**config.mk**
```make
export PLATFORM = sky130hd
export DESIGN_NAME = comparator3_reg_flat
export DESIGN_NICKNAME = d
export VERILOG_FILES = /design/src/rtl/comparator3_reg_if.sv /design/src/rtl/comparator3_reg.sv /design/src/flat_wrapper.sv
export SDC_FILE = /design/constraint.sdc
export NUM_CORES = 1
export LEC_CHECK = 0
export ABC_CLOCK_PERIOD_IN_PS = 1300
export CAP_MARGIN = 40
export CORE_AREA = 2 2 39 41
export DETAILED_ROUTE_END_ITERATION = 10
export DIE_AREA = 0 0 41 43
export RECOVER_POWER = 50
export REMOVE_ABC_BUFFERS = 1
export SYNTH_ARGS = -nofsm -noshare
export SYNTH_HDL_FRONTEND = slang
export SYNTH_SLANG_ARGS = --single-unit
```
**constraint.sdc**
```tcl
create_clock -name clk -period 1.3 [get_ports clk]
set_input_delay 0.195 -clock clk [delete_from_list [all_inputs] [get_ports clk]]
set_output_delay 0.195 -clock clk [all_outputs]
set_load 0.01 [all_outputs]
```
**src/rtl/comparator3_reg_if.sv**
```systemverilog
`default_nettype none
// ============================================================================
// Module      : comparator3_reg_if
// Description : Operand and result-flag bundle for the registered 3-bit
//               magnitude comparator. The master drives both operands and
//               observes the flags; the slave (the comparator) does the reverse.
// Revision    : 1.0 - initial release
// ============================================================================
interface comparator3_reg_if;
    // Operand A, bit 0 is the LSB
    logic a0;
    logic a1;
    logic a2;
    // Operand B, bit 0 is the LSB
    logic b0;
    logic b1;
    logic b2;
    // One-hot compare status; all zero means no result yet
    logic Equal;
    logic A_more;
    logic B_more;

    modport master (
        output a0, a1, a2, b0, b1, b2,
        input  Equal, A_more, B_more
    );

    modport slave (
        input  a0, a1, a2, b0, b1, b2,
        output Equal, A_more, B_more
    );
endinterface
`default_nettype wire

```
**src/rtl/comparator3_reg.sv**
```systemverilog
`default_nettype none
// ============================================================================
// Module      : comparator3_reg
// Description : Registered 3-bit unsigned magnitude comparator. Compares the
//               two operands MSB-first every cycle and registers a one-hot
//               Equal / A_more / B_more status with one clock of latency.
// Revision    : 1.0 - initial release
// ============================================================================
module comparator3_reg (
    input  wire logic         clk,
    input  wire logic         rst,
    comparator3_reg_if.slave  bus
);

    logic [2:0] w_a;
    logic [2:0] w_b;
    logic       w_equal;
    logic       w_a_more;
    logic       w_b_more;

    logic       r_equal;
    logic       r_a_more;
    logic       r_b_more;

    assign w_a = {bus.a2, bus.a1, bus.a0};
    assign w_b = {bus.b2, bus.b1, bus.b0};

    // MSB-first priority compare: the highest differing bit decides the winner
    always_comb begin
        w_equal  = 1'b0;
        w_a_more = 1'b0;
        w_b_more = 1'b0;
        if (w_a[2] != w_b[2]) begin
            w_a_more = w_a[2];
            w_b_more = w_b[2];
        end else if (w_a[1] != w_b[1]) begin
            w_a_more = w_a[1];
            w_b_more = w_b[1];
        end else if (w_a[0] != w_b[0]) begin
            w_a_more = w_a[0];
            w_b_more = w_b[0];
        end else begin
            w_equal  = 1'b1;
        end
    end

    // Register the compare result; reset clears all flags to "no result yet"
    always_ff @(posedge clk) begin
        if (rst) begin
            r_equal  <= 1'b0;
            r_a_more <= 1'b0;
            r_b_more <= 1'b0;
        end else begin
            r_equal  <= w_equal;
            r_a_more <= w_a_more;
            r_b_more <= w_b_more;
        end
    end

    // Flags come straight from flops so downstream logic sees no glitches
    assign bus.Equal  = r_equal;
    assign bus.A_more = r_a_more;
    assign bus.B_more = r_b_more;

endmodule
`default_nettype wire

```
**src/flat_wrapper.sv**
```systemverilog
// flat-port wrapper written by rule: the top's interface ports become plain ports
module comparator3_reg_flat 
  (clk, rst, bus_a0, bus_a1, bus_a2, bus_b0, bus_b1, bus_b2, bus_Equal, bus_A_more, bus_B_more);
  comparator3_reg_if bus_i ();
  input  wire logic clk;
  input  wire logic rst;
  input wire logic [$bits(bus_i.a0)-1:0] bus_a0;
  input wire logic [$bits(bus_i.a1)-1:0] bus_a1;
  input wire logic [$bits(bus_i.a2)-1:0] bus_a2;
  input wire logic [$bits(bus_i.b0)-1:0] bus_b0;
  input wire logic [$bits(bus_i.b1)-1:0] bus_b1;
  input wire logic [$bits(bus_i.b2)-1:0] bus_b2;
  output wire logic [$bits(bus_i.Equal)-1:0] bus_Equal;
  output wire logic [$bits(bus_i.A_more)-1:0] bus_A_more;
  output wire logic [$bits(bus_i.B_more)-1:0] bus_B_more;
  assign bus_i.a0 = bus_a0;
  assign bus_i.a1 = bus_a1;
  assign bus_i.a2 = bus_a2;
  assign bus_i.b0 = bus_b0;
  assign bus_i.b1 = bus_b1;
  assign bus_i.b2 = bus_b2;
  assign bus_Equal = bus_i.Equal;
  assign bus_A_more = bus_i.A_more;
  assign bus_B_more = bus_i.B_more;
  comparator3_reg u_core (.clk(clk), .rst(rst), .bus(bus_i));
endmodule
```
==> results.toml <==
[outcome]
status = "complete, no violations"

[synth]
avgSynthCellArea_um2 = 9.94
ys_warn_count = 0
synthCells = 18
netlist_area_um2 = 179
ys_seq_area_share_pct = 33.6
synthTopCellsByArea = "dfxtp_1 (34%), ha_1 (14%), a211oi_2 (7.0%), and2b_4 (5.6%), a21oi_2 (4.9%)"
ys_ff_latch = 3
synth_top_area_share_pct = 33.6
synth_area_leader_cell = "dfxtp_1"
synth.distinct_cells = 14

[clock_network]
htreeDepth = 1
cts_resized = 0
cts_buffer_depth = 2
cts_root_buf = "clkbuf_4"
postCtsSetupRepairBufs = 0
holdBufCountCts = 0
cts_tree = "built"
clk_pin_slew_ps = 40
clkSinkCount = 3
cts_buffers = 3

[floorplan]
fp.dieArea_um2 = 1760
start_util_pct = 12.9
die_w_um = 41
core_region_area_um2 = 1380
die_h_um = 43
ios = 11
rows = 14

[power_and_ir_drop]
clkPwrFrac_pct = 48.9
leakagePower_nw = 0.134
p_int_uw = 258
power_density_nw_per_um2 = 991
total_power_uw = 330
p_switching_uw = 72.0
seqPwrFrac_pct = 30.3
ir_drop_mv = 0.158
power_frac_comb_pct = 20.8
swShare_pct = 21.8

[sta]
hold_viol_final = 0
setup_viol = 0
holdWs_ps = 599
maxSlewHeadroom_pct = 84.5
tightest_slew_ps = 231
final-max-slew-violation-count = 0
max_freq_mhz = 804
rsz0062_at_grt = "false"
fin_crit_ps = 1240
finalCritPeriodShare_pct = 95.7
finalSetupTns_ps = 0

[global_route]
grt_pass1_vias = 179
grt-ovfl-total = 0
grt_pass1_wl_um = 572
grt_use_total_pct = 5.41
antenna_found_initial = 0
grt_max_degree = 4

[setup_path]
worst-path-stages = 1
crit_type = "reg2out"
critPathTopFamily = "buffers and inverters"
worstPathMaxFanout = 1
setup.worst_path.start_class = "flip-flop"
cpPeakStageDelay_ps = 520
cpMaxStageDelayCell = "clkdlybuf4s50_1"
critPathCaptureType = "output port"
cp_num_buf_inv = 1
required_ps = 1110
path_cells = "clkdlybuf4s50_1"
critPathArrivalTime_ps = 1050

[layout]
regArea_um2 = 60.1
fin_nets = 44
final_cells = 49
multi_input_area_um2 = 111
nFillCells = 153
drive_gt1_share_pct = 24.2
syn_to_final_growth_pct = 86.0
antenna_cells = 0

[placed_design]
dp.cells = 45
numPortBuffers = 10
gp_congestion = 0.755

[detailed_routing]
top_layer = "met3"
m1WireLength_um = 138
via_count = 179
ant_nets = 0
dr_wl_met3_um = 43
wl_um = 327
dr_wl_met2_um = 145
dr.pass1.iters = 1
drt-initial-drc-count = 0
wl_per_cell_um = 6.67
route.detailed.drc = 0
viasPerCell = 3.65

[worst_hold_path]
worst_hold_path.endpoint = "u_core.bus.A_more"
hp-class = "in2reg"
min_path_cells = 2
worstHoldStart = "rst"

[job]
maxCapViolCount = 0
-- through the flow --
| step | instance area [µm²] | setup slack (ps) | utilization, % |
|---|---|---|---|
| 2_1_floorplan | 179 | 527 | - |
| 3_3_place_gp | 307 | -37.2 | 22.2 |
| 3_5_place_dp | 307 | -47.8 | 22.2 |
| 4_1_cts | 333 | 40.1 | 24.1 |
| 5_1_grt | 333 | 1.18 | 24.1 |
| 6_report | 333 | 56.3 | 24.1 |
-- cells in the mapped netlist, drive strengths merged --
cell	instances
dfxtp	3
a211oi	2
ha	2
inv	2
nor2b	2
a21oi	1
and2b	1
nand2b	1
nand3b	1
nor3	1
nor4	1
o21bai	1
-- cell families after synthesis --
kind of cell    count (synthesis)  synth area share, %
buf+inv                         2                 4.20
fa+ha+maj                       2                 14.0
compound gates                  4                 20.3
simple gates                    7                 28.0
flops                           3                 33.6
-- layout by cell type (no fill, tap or decap), types with 2 or more instances in the layout --
| master | count |
|---|---|
| clkbuf_4 | 3 |
| clkdlybuf4s50_1 | 9 |
| dfxtp_1 | 3 |
| ha_1 | 2 |
| inv_1 | 2 |
-- layout make-up --
cell class              count  area share [%]
clock buffers               4            7.89
inverters                   2            2.26
multi-input cells          13            33.5
flip-flops and latches      3            18.0
well taps                  16            6.02
repair buffers             11            32.3
-- power by group through the flow --
stage | sequential (mW) | combinational, mW | clock [mW]
6_report | 0.0998 | 0.0686 | 0.161
5_1_grt | 0.100 | 0.0760 | 0.179
4_1_cts | 0.0998 | 0.0702 | 0.171
3_5_place_dp | 0.101 | 0.0702 | 0
3_3_place_gp | 0.101 | 0.0694 | 0
2_1_floorplan | 0.105 | 0.0247 | 0
-- routing by layer --
metal / global-route usage, % / vias up
li1: - / 95
met1: 5.11 / 75
met2: 6.25 / 9
met3: 3.14 / 0
met4: 8.00 / 0
met5: 0 / -
-- worst max path at each step --
stage | start | end | slack (ps)
6_report | u_core.bus.A_more | bus_A_more | 60
3_3_place_gp | bus_b0 | u_core.bus.Equal | -40
3_5_place_dp | bus_b0 | u_core.bus.Equal | -50
5_1_grt | u_core.bus.B_more | bus_B_more | 1
2_1_floorplan | bus_b0 | u_core.bus.A_more | 530
4_1_cts | u_core.bus.A_more | bus_A_more | 40
-- flip-flops by register name, summed over array words and instances (netlist names) --
name               flops
u_core.bus.Equal       1
u_core.bus.B_more      1
u_core.bus.A_more      1
No activity file was read; power rests on OpenSTA's default activity.
==> patch: new RTL, same settings <==
Make the reset (`rst`) asynchronous in one clocked block.
--- a/src/rtl/comparator3_reg.sv
+++ b/src/rtl/comparator3_reg.sv
@@ -46,5 +46,5 @@
 
     // Register the compare result; reset clears all flags to "no result yet"
-    always_ff @(posedge clk) begin
+    always_ff @(posedge clk or posedge rst) begin
         if (rst) begin
             r_equal  <= 1'b0;
Check against the original RTL: differs if rst is asserted again (counterexample within 4 cycles, from zero or initial values and one cycle with rst high); with rst held inactive, the same outputs for 10 cycles.
==> patch against the unedited design <==
  * Synthesized area up 2.1%
  * Wire length up 5.5%
  * Sequential cell count unchanged
  * First-iteration DRC count unchanged
  * Design area up 1.9%
  * Global-route usage up 0.11 points
  * Total power up 2.6%
  * Setup slack worse by 0.016 ns
  * Largest power group unchanged
  * Highest routed layer unchanged
==> patch: results (changes against the unedited design) <==
----------------------------------------------------
[STA]
  Hold violation count in the final report ... 0 (unchanged)
  Worst slew pin tran ... 0.219 ns (-0.0122 ns)

[Worst setup path]
  CP arrival ... ~1.1 ns
  CP max-delay cell ... sky130_fd_sc_hd__clkdlybuf4s50_1
  Cell type group with the largest total delay on the critical path ... buffers and inverters
  Largest fanout on the critical path ... 1 (unchanged)
  Max incr delay on CP ... 0.52 ns (about the same)

[Synthesis]
  Most frequently used flop master after synthesis ... sky130_fd_sc_hd__dfrtp_1
  Cells taking the most area after synthesis ... sky130_fd_sc_hd__dfrtp_1, sky130_fd_sc_hd__ha_1, sky130_fd_sc_hd__maj3_2, sky130_fd_sc_hd__inv_1, sky130_fd_sc_hd__o2111a_1
  Sequential fraction of the synthesis area ... 41.1% (+7.5 points)
  Post-synthesis async set-or-reset flop share ... 100% (+100 points)
  Ranking of synthesized cells by instance count ... sky130_fd_sc_hd__inv_1, sky130_fd_sc_hd__dfrtp_1, sky130_fd_sc_hd__a21oi_1, sky130_fd_sc_hd__ha_1, sky130_fd_sc_hd__maj3_2
  Number of distinct library cells after synthesis ... 10 (-4)

[Global route]
  Overflow left after global routing ... 0 (unchanged)
  Fraction of met3 tracks used by global routing ... 0% (-3.1 points)
  Wire length of the first global-routing pass ... 586 um (+2.4%)
  GR Util met1 ... 4.81% (-0.30 points)
  Antenna violations before repair ... 0 (unchanged)
  Global router's overall resource usage ... 5.52% (+0.11 points)
  Met2 GRT Util ... 7.81% (+1.6 points)
  Vias in the first global route ... 161 (-10%)
  Pin count of the biggest net entering global routing ... 5 (+1)

[Cells and area]
  Post-layout nets ... 44 (unchanged)
  Fraction of final layout cells sized beyond drive strength 1 ... 21.2% (-3.0 points)
  Diode count ... 0 (unchanged)

[Detailed routing]
  Mean number of vias per cell ... 3.33 (-8.9%)
  Number of DRC markers in iteration 0 ... 0 (unchanged)
  Wire length reported by the detailed router ... 345 um (+5.5%)
  Number of detailed-route iterations in the first pass ... 1 (unchanged)

[Clock tree]
  Number of buffers inserted during clock tree synthesis ... 3 (unchanged)
  Clock transition at the registers of the reported paths ... 0.04 ns (about the same)
  CTS Root Buffer Type ... sky130_fd_sc_hd__clkbuf_4
  Number of levels the H-tree was split into ... 1 (unchanged)

[Pwr]
  VDD IR-drop max ... 212 uV (+34%)
  LEAKAGE ... 0.170 nW (+27%)
  Net switching component of the power ... 0.0749 mW (+4.1%)

[Status]
  Run status ... complete, no violations

[Placed design]
  Last weighted congestion value of the routability-driven placer ... 0.673 (-11%)
  Pre-CTS setup slack ... -0.191 ns (-0.143 ns)
  Final HPWL DP ... approximately 290 um
  Port Buf Inserts ... 10 (unchanged)

[Run]
  Max-cap check violation count ... 0 (unchanged)

[Worst hold path]
  Worst hold-check path type ... in2async

----------------------------------------------------
==> patch: cell types whose count changed after synthesis, moves of 2 or more <==
cell | unedited run | this run
sky130_fd_sc_hd__a21oi_1 | 0 | 2
sky130_fd_sc_hd__dfrtp_1 | 0 | 3
sky130_fd_sc_hd__dfxtp_1 | 3 | 0
sky130_fd_sc_hd__inv_1 | 2 | 4
sky130_fd_sc_hd__maj3_2 | 0 | 2
==> patch: layout make-up <==
class,count,area [um2]
timing repair buffer,11,110
inverter,5,18.8
fill,163,1040
sequential,3,75.1
multi-input combinational,10,88.8
tap,16,20.0
clock buffer,4,26.3
==> patch: metal layers <==
| metal | vias to the layer above | share of wire [%] |
|---|---|---|
| li1 | 87 | - |
| met1 | 70 | 32 |
| met2 | 6 | 60 |
| met3 | 0 | 7.8 |
| met4 | 0 | 0 |
| met5 | - | 0 |
==> patch: logic make-up after synthesis <==
family / synth area share, %
AOI/OAI and AO/OA: 15.8
adders and majority gates: 26.0
buffers and inverters: 10.3
DFF: 41.1
and+or+nand+nor: 6.85
==> patch: worst max path at each step <==
stage	start	to	slack [ns]	cells after the start
finish	u_core.bus.A_more$_DFF_PP0_	bus_A_more	0.04	1
global route	bus_b0	u_core.bus.A_more$_DFF_PP0_	0.002	5
CTS	u_core.bus.A_more$_DFF_PP0_	bus_A_more	0.02	1
detailed placement	bus_b0	u_core.bus.A_more$_DFF_PP0_	-0.19	5
global placement	bus_b0	u_core.bus.A_more$_DFF_PP0_	-0.18	5
floorplan	bus_b0	u_core.bus.A_more$_DFF_PP0_	0.35	4
==> patch: metrics by stage <==
step	cell area, um2	hold WS (ns)	std cells
5_1_grt	339	0.270	49
6_report	339	0.265	49
4_1_cts	337	0.126	49
2_1_floorplan	183	-0.0514	18
3_5_place_dp	310	0.370	45
3_3_place_gp	310	0.374	45
==> patch: timing repair <==
action,in CTS,in global routing
setup buffers,0,0
endpoints found under the hold margin,0,0
gates resized for setup,0,1
setup endpoints to repair,0,1
==> patch: power by group through the flow <==
stage / clock, mW / combinational, mW / sequential [mW]
2_1_floorplan: 0 / 0.0235 / 0.110
3_3_place_gp: 0 / 0.0735 / 0.105
3_5_place_dp: 0 / 0.0744 / 0.105
4_1_cts: 0.173 / 0.0748 / 0.104
5_1_grt: 0.178 / 0.0807 / 0.104
6_report: 0.163 / 0.0721 / 0.103
